<file path="src/rtl/cam_dvp_capture.sv">
// DVP camera capture: packs bus words into pixels, crops to a window, drops
// startup frames and decimates frames. Runs entirely in the camera pclk domain.
module cam_dvp_capture #(
  parameter int unsigned DATA_W        = 8,
  parameter int unsigned BYTES_PER_PIX = 2,
  parameter int unsigned SKIP_FRAMES   = 10,
  parameter int unsigned H_START       = 0,
  parameter int unsigned H_SIZE        = 640,
  parameter int unsigned V_START       = 0,
  parameter int unsigned V_SIZE        = 480,
  parameter int unsigned FRAME_DECIM   = 0,
  parameter int unsigned CNT_W         = 12
) (
  input  logic                              sys_clk,
  input  logic                              sys_rst,
  input  logic                              cap_en,
  input  logic                              cam_vsync,
  input  logic                              cam_href,
  input  logic [DATA_W-1:0]                 cam_data,
  output logic                              pix_valid,
  output logic [DATA_W*BYTES_PER_PIX-1:0]   pix_data,
  output logic                              pix_sof,
  output logic                              pix_eol,
  output logic [15:0]                       frame_cnt,
  output logic                              byte_err
);

  localparam int unsigned      PIX_W     = DATA_W * BYTES_PER_PIX;
  localparam logic [1:0]       IDX_LAST  = 2'(BYTES_PER_PIX - 1);
  localparam logic [15:0]      SKIP_LAST = 16'(SKIP_FRAMES - 1);
  localparam logic [15:0]      DECIM_MAX = 16'(FRAME_DECIM);
  localparam logic [CNT_W-1:0] CNT_MAX   = '1;

  typedef enum logic [1:0] {StIdle, StSkip, StWait, StCap} state_e;

  state_e state_q, state_d;
  logic [15:0] skip_cnt_q, skip_cnt_d;

  logic              vs_q, vs_qq, hr_q, hr_qq;
  logic [DATA_W-1:0] data_q;
  logic              vs_fall, vs_rise, hr_fall;

  logic [1:0]       byte_idx_q;
  logic [PIX_W-1:0] shift_q, shift_nxt;
  logic [CNT_W-1:0] x_q, y_q, x_inc, y_inc;
  logic [15:0]      decim_cnt_q;
  logic             kept_q, sof_pend_q;
  logic             in_win, at_eol, frame_start;

  logic             pix_valid_q, pix_sof_q, pix_eol_q, byte_err_q;
  logic [PIX_W-1:0] pix_data_q;
  logic [15:0]      frame_cnt_q;

  // Register camera pins once; a second stage supplies edge detection.
  always_ff @(posedge sys_clk or posedge sys_rst) begin
    if (sys_rst) begin
      vs_q   <= 1'b0;
      vs_qq  <= 1'b0;
      hr_q   <= 1'b0;
      hr_qq  <= 1'b0;
      data_q <= '0;
    end else begin
      vs_q   <= cam_vsync;
      vs_qq  <= vs_q;
      hr_q   <= cam_href;
      hr_qq  <= hr_q;
      data_q <= cam_data;
    end
  end

  assign vs_fall = vs_qq & ~vs_q;
  assign vs_rise = ~vs_qq & vs_q;
  assign hr_fall = hr_qq & ~hr_q;

  // FSM state and skip counter registers.
  always_ff @(posedge sys_clk or posedge sys_rst) begin
    if (sys_rst) begin
      state_q    <= StIdle;
      skip_cnt_q <= '0;
    end else begin
      state_q    <= state_d;
      skip_cnt_q <= skip_cnt_d;
    end
  end

  // Next-state: skip startup frames, then align capture to a frame boundary.
  always_comb begin
    state_d    = state_q;
    skip_cnt_d = skip_cnt_q;
    unique case (state_q)
      StIdle: begin
        if (cap_en) begin
          skip_cnt_d = '0;
          state_d    = (SKIP_FRAMES == 0) ? StWait : StSkip;
        end
      end
      StSkip: begin
        if (vs_fall) begin
          if (skip_cnt_q == SKIP_LAST) state_d = StCap;
          else                         skip_cnt_d = skip_cnt_q + 16'd1;
        end
      end
      StWait: begin
        if (vs_fall) state_d = StCap;
      end
      StCap: begin
        state_d = StCap;
      end
      default: state_d = StIdle;
    endcase
    if (!cap_en) state_d = StIdle;
  end

  // A frame starts on the vs_fall that lands in (or enters) capture.
  assign frame_start = vs_fall && (state_d == StCap);

  // Earlier bytes move toward the MSBs; truncation drops the previous pixel.
  assign shift_nxt = PIX_W'({shift_q, data_q});
  assign x_inc     = (x_q == CNT_MAX) ? x_q : x_q + 1'b1;
  assign y_inc     = (y_q == CNT_MAX) ? y_q : y_q + 1'b1;
  // Unsigned wrap makes columns left of the window compare out of range.
  assign in_win    = ((32'(x_q) - H_START) < H_SIZE) && ((32'(y_q) - V_START) < V_SIZE);
  assign at_eol    = (32'(x_q) == H_START + H_SIZE - 1);

  // Pixel packing, position tracking, frame keep/decimation and emission.
  always_ff @(posedge sys_clk or posedge sys_rst) begin
    if (sys_rst) begin
      byte_idx_q  <= '0;
      shift_q     <= '0;
      x_q         <= '0;
      y_q         <= '0;
      decim_cnt_q <= '0;
      kept_q      <= 1'b0;
      sof_pend_q  <= 1'b0;
      pix_valid_q <= 1'b0;
      pix_data_q  <= '0;
      pix_sof_q   <= 1'b0;
      pix_eol_q   <= 1'b0;
      frame_cnt_q <= '0;
      byte_err_q  <= 1'b0;
    end else begin
      pix_valid_q <= 1'b0;
      pix_sof_q   <= 1'b0;
      pix_eol_q   <= 1'b0;
      byte_err_q  <= 1'b0;
      if (state_q != StCap || !cap_en) begin
        byte_idx_q  <= '0;
        x_q         <= '0;
        y_q         <= '0;
        decim_cnt_q <= '0;
        kept_q      <= 1'b0;
        sof_pend_q  <= 1'b0;
      end else begin
        if (hr_q) begin
          shift_q <= shift_nxt;
          if (byte_idx_q == IDX_LAST) begin
            byte_idx_q <= '0;
            x_q        <= x_inc;
            if (kept_q && in_win) begin
              pix_valid_q <= 1'b1;
              pix_data_q  <= shift_nxt;
              pix_sof_q   <= sof_pend_q;
              pix_eol_q   <= at_eol;
              if (sof_pend_q) begin
                sof_pend_q  <= 1'b0;
                frame_cnt_q <= frame_cnt_q + 16'd1;
              end
            end
          end else begin
            byte_idx_q <= byte_idx_q + 2'd1;
          end
        end
        if (hr_fall) begin
          x_q        <= '0;
          byte_idx_q <= '0;
          y_q        <= y_inc;
          if (byte_idx_q != '0) byte_err_q <= 1'b1;
        end
        if (vs_rise) begin
          x_q        <= '0;
          y_q        <= '0;
          byte_idx_q <= '0;
        end
      end
      if (frame_start) begin
        kept_q      <= (decim_cnt_q == '0);
        sof_pend_q  <= (decim_cnt_q == '0);
        decim_cnt_q <= (decim_cnt_q == DECIM_MAX) ? '0 : decim_cnt_q + 16'd1;
        x_q         <= '0;
        y_q         <= '0;
        byte_idx_q  <= '0;
      end
    end
  end

  assign pix_valid = pix_valid_q;
  assign pix_data  = pix_data_q;
  assign pix_sof   = pix_sof_q;
  assign pix_eol   = pix_eol_q;
  assign frame_cnt = frame_cnt_q;
  assign byte_err  = byte_err_q;

endmodule
</file>
<file path="config.mk">
export PLATFORM = sky130hd
export DESIGN_NAME = cam_dvp_capture
export DESIGN_NICKNAME = d
export VERILOG_FILES = /design/src/rtl/cam_dvp_capture.sv
export SDC_FILE = /design/constraint.sdc
export NUM_CORES = 1
export LEC_CHECK = 0
export ABC_AREA = 1
export CAP_MARGIN = 0
export CORE_ASPECT_RATIO = 0.8
export CORE_MARGIN = 2
export CORE_UTILIZATION = 63
export DETAILED_ROUTE_END_ITERATION = 8
export GPL_TIMING_DRIVEN = 0
export PLACE_DENSITY = 0.86
export SLEW_MARGIN = 20
export SYNTH_ARGS = -nofsm -noshare
export SYNTH_HDL_FRONTEND = slang
export SYNTH_SLANG_ARGS = --single-unit
</file>
<file path="constraint.sdc">
create_clock -name sys_clk -period 7.3 [get_ports sys_clk]
set_input_delay 0.73 -clock sys_clk [delete_from_list [all_inputs] [get_ports sys_clk]]
set_output_delay 0.73 -clock sys_clk [all_outputs]
set_load 0.05 [all_outputs]
</file>
# After elaboration in Yosys (flattened, before gate mapping)
# Index checks and enable logic that the tools add are counted.
# word_totals
latch_bits	0
mem_bits_rw	0
reg_bits	118
mem_count	0
inputBits	13
elab_cells	125
romBits	0
# classes
div_mod_pow	0
bitwise_logic	7
n_addsub	6
magnitude_cmp	2
n_eq_ne	15
n_shift	0
n_mul	0
reduce_logical	23
muxes	52
# op_table
operator	n
$mux 12	12
$mux 16	6
$add 16x1->16 const B	3
$pmux 16 s2	1
$add 12x1->12 const B	2
$eq 12x12->1 const B	2
$mux 1	22
$mux 2	10
$eq 16x4->1 const B	1
$logic_not 16->1	1
$eq 12x10->1 const B	1
$lt 12x10->1 const B	1
$lt 12x9->1 const B	1
$reduce_bool 5->1	2
$reduce_bool 3->1	3
$ne 2x2->1 const B	4
$pmux 2 s4	1
$reduce_and 4->1	2
$eq 2x2->1 const B	3
$reduce_and 3->1	2
$reduce_bool 2->1	3
$ne 5x4->1 const B	1
$reduce_and 5->1	1
$eq 2x1->1 const B	2
other kinds (10)	18

# Logic depth before layout (Yosys ltp)
# logic_depth
word_depth	9
ltp_mapped	11
ltp_nobuf	10

# Worst setup path before layout
# OpenSTA, ideal clock, no wires.
# synth_path
path_kind	input-to-reg
startpoint	in cap_en
endpoint	reg frame_cnt_q[13] (netlist: frame_cnt[13])
setup_ns	0.118
path_stages	8
slack_ns	5.521
arrival_ns	1.661
path_buffers	1
t_required_ns	7.182
cell_sequence	nand2_2 > nor2_4 > nand2_4 > nor3_4 > nand3_4 > buf_6 > nand2_1 > nand2_1
# synth_via
elab_chain_len	4
# synth_lines
element	line	rtl
start: declaration	16	input logic cap_en,
$logic_not 1->1	146	if (state_q != StCap || !cap_en) begin
$logic_or 1x1->1	146	
$not 1->1 (no line)	-	
$reduce_and 5->1 (no line)	-	
end signal: assignment	166	frame_cnt_q <= frame_cnt_q + 16'd1;
end: declaration	52	logic [15:0] frame_cnt_q;
# Every way passes these cells.
# A chain may end at the register's enable or synchronous reset.

# Worst setup path after layout
# layout_path
startpoint	reg frame_cnt_q[0] (netlist: frame_cnt[0])
endpoint	out frame_cnt[0]
# layout_rtl
element	line	rtl
end: declaration	24	output logic [15:0] frame_cnt,
# No word-level cell between the ends.

==> summary.md <==
| Metric | Value |
|---|---|
| Outcome | `finished, final reports clean` |
| CTS tree | `built` |
| Crit Path Category | `flop to output pin` |
| DRC | `0` |
| Unrepaired setup endpoints after global routing | `false` |
| Critical path peak fanout | `7` |
| Layout cells sized above 1 | `0.0656` |
| Synth Net Count | `853` |
| Tot Pwr | `1.49 mW` |
| Number of hold violations in the final report | `0` |
| Row count | `32` |
| Cts repair resizes | `0` |
| Worst setup SP type | `flop` |
| Global Route Usage Sum | `0.302` |
| Synth Instances | `833` |
| Gr ovfl total | `0` |
| Combinational share of power | `0.032` |
| I/O Pins | `49` |
| Max VDD drop | `225 uV` |
| Final Setup Violations | `0` |
| Max-slew violations | `0` |
| CP max stage delay | `0.85 ns` |
| Register area share after synthesis | `0.471` |
| Delay-heaviest family, CP | `buffers and inverters` |
| Vias in the first global route | `5547` |
| PwrDens | `199 mW/mm2` |
| Hold_buf cts | `0` |
| Crit path DAT | `1.73 ns` |
| Sequential power share | `0.446` |
| Mean Syn Cell Area | `7.53 um2` |
| Core ar. | `0.00965 mm2` |
| Synth top area cells | `dfrtp_1 (47%), nand2_1 (17%), nand3_1 (5.8%)` |
| Worst path slowest cell | `clkdlybuf4s50_1` |
| Mapped cell area | `0.00627 mm2` |
| 1st-pass router iterations | `5` |
| F_max | `407 MHz` |
| Reg2Reg Setup Slack | `5.38 ns` |
| Fin crit period | `2.46 ns` |
| Port Buffers | `48` |
| Largest net degree at the start of global routing | `65` |
| #FFs+latches synth | `118` |
| Antenna Cells | `0` |
| Leak pwr | `3.49 nW` |
| GPL Wtd Cong | `0.989` |
| Clock group share of total power | `0.522` |
| Top-area cell type share of the netlist area | `0.471` |
| Die ar. | `0.0108 mm2` |
| Critical path buffers and inverters | `1` |
| Beginning of the worst hold path | `vs_q$_DFF_PP0_` |
| Psw | `368 uW` |
| Most frequent cells in the layout | `nand2_1 (280), dfrtp_1 (118), nor2_1 (96), inv_1 (77), nand3_1 (73)` |
| Fin cells | `1050` |
| Drt initial violations | `533` |
| DIE HEIGHT | `93.2 um` |
| Die Width | `116 um` |
| Wirelength per Cell | `14.5 um` |
| Synth Flop Type | `dfrtp_1` |
| Synth area leader | `dfrtp_1` |
| Nets | `921` |
| DRT Wirelength | `15200 um` |
| Commonest non-fill, non-tap cell in the layout | `nand2_1` |
| Starting density of the core | `0.650` |
| Internal | `1.13 mW` |
| Root Driver | `clkbuf_16` |
| Vias per cell | `5.61` |
| Slew headroom | `0.545` |
| Worst-path cell chain | `clkdlybuf4s50_1` |
| Final Skew | `0.00658 ns` |
| Setup bufs post-CTS | `0` |
| First-pass GRT wire length | `25600 um` |
| Setup tns final | `0 ns` |
| Clock sinks | `118` |
| CTS buffer count | `17` |
| Clock buffer depth | `2` |
| Worst setup startpoint | `frame_cnt[0]$_DFFE_PP0P_` |
| Async SR Flop Fraction | `1.00` |
| Synthesis Warnings | `0` |
| Max-Cap Viols | `0` |
| Post-route cell area | `0.00752 mm2` |
| Placed wire-length estimate | `10300 um` |
| DR vias | `5890` |
| Reg2reg start | `y_q[0]$_DFFE_PP0P_` |
| Post-Place Cell Area | `0.00695 mm2` |
| Dpl cells | `1018` |
| CTS clk-pin slew, worst paths | `0.06 ns` |
| Filler cell count | `637` |
| Post-synth EDFFs | `0` |
| Antenna Nets Post-Route | `0` |
| Initial antenna violation count | `0` |
| Synth unique cells | `33` |
| Worst-Skew Late Latency | `0.42 ns` |
| # H-tree levels | `4` |
| Sw frac | `0.246` |
| Slew @ Worst Pin | `0.678 ns` |
| Area growth syn-to-layout | `19.9%` |
| CP required | `6.57 ns` |
| Fin crit share | `0.337` |
| Crit. End Element | `output pin` |
| Hold WC Path Type | `flop to flop` |
kinds of logic (layout without fill, tap and decap cells):
kind of cell,after synthesis,after routing,share of synthesized area
AND/OR/NAND/NOR,512,512,0.352
flip-flops,118,118,0.471
buffers and inverters,97,178,0.0619
AO/OA/AOI/OAI,70,70,0.0611
XOR/XNOR,29,29,0.0405
adder cells (fa/ha/maj),7,7,0.0140
final timing paths:
kind	end	depth (start not counted)
max	frame_cnt[0]	1
min	vs_qq$_DFF_PP0_	0
max reg2reg	y_q[0]$_DFFE_PP0P_	9
min reg2reg	vs_qq$_DFF_PP0_	0
max in group asynchronous	decim_cnt_q[10]$_DFFE_PP0P_	3
min in group asynchronous	skip_cnt_q[9]$_DFFE_PP0P_	2
synth_stat cells, types with 3 or more instances:
library cell  count
a21oi_1          10
and2_1            3
buf_2            10
clkbuf_1          4
dfrtp_1         118
ha_1              7
inv_1            78
nand2_1         280
nand3_1          73
nand3b_1         14
nand4_1          23
nor2_1           96
nor2_2            4
nor3_1           11
o21ai_0          46
o21bai_1          7
xnor2_1          14
xor2_1           15
metal layers:
| layer | track usage | part of all wire |
|---|---|---|
| met5 | 0 | 0 |
| met4 | 0.123 | 0.021 |
| met3 | 0.0661 | 0.068 |
| met2 | 0.476 | 0.48 |
| met1 | 0.408 | 0.43 |
worst register-to-register path: stages (launching register included):
cell	delay [ns]
dfrtp_1	0.38
ha_1	0.20
nand2_1	0.08
nor2_1	0.17
nand2_1	0.12
inv_1	0.07
nand2_1	0.07
nand2_1	0.20
nand2_1	0.24
o21ai_0	0.27
sequential cells by signal (all words and copies together) (netlist names):
name	flops
byte_idx_q	2
hr_q	1
shift_q	8
pix_sof	1
kept_q	1
hr_qq	1
vs_q	1
pix_eol	1
frame_cnt	16
pix_valid	1
state_q	2
vs_qq	1
byte_err	1
pix_data	16
data_q	8
y_q	12
skip_cnt_q	16
decim_cnt_q	16
sof_pend_q	1
x_q	12
stage by stage:
stage,worst slack [ns],hold slack [ns],utilization
2_1_floorplan,3.44,0.374,-
3_3_place_gp,1.92,0.419,0.717
3_5_place_dp,4.63,0.424,0.721
4_1_cts,4.84,0.453,0.779
5_1_grt,4.80,0.472,0.779
6_report,4.84,0.455,0.779
area by class of cell:
| type | count | area, um2 | area share |
|---|---|---|---|
| Tap cell | 136 | 170 | 0.0226 |
| Clock buffer | 18 | 439 | 0.0584 |
| Clock inverter | 14 | 120 | 0.0160 |
| Sequential cell | 118 | 2950 | 0.393 |
| Timing Repair Buffer | 49 | 508 | 0.0676 |
| Buffer | 16 | 83.8 | 0.0111 |
| Inverter | 81 | 309 | 0.0411 |
| Multi-Input combinational cell | 618 | 2940 | 0.390 |
power by group through the flow:
stage | combinational (mW) | sequential (mW) | clock (mW)
floorplan | 0.0282 | 0.677 | 0
global placement | 0.0432 | 0.678 | 0
detailed placement | 0.0480 | 0.678 | 0
CTS | 0.0482 | 0.667 | 0.785
global route | 0.0542 | 0.667 | 0.816
finish | 0.0480 | 0.667 | 0.780
Note: power is estimated with default switching activity, not from simulation.
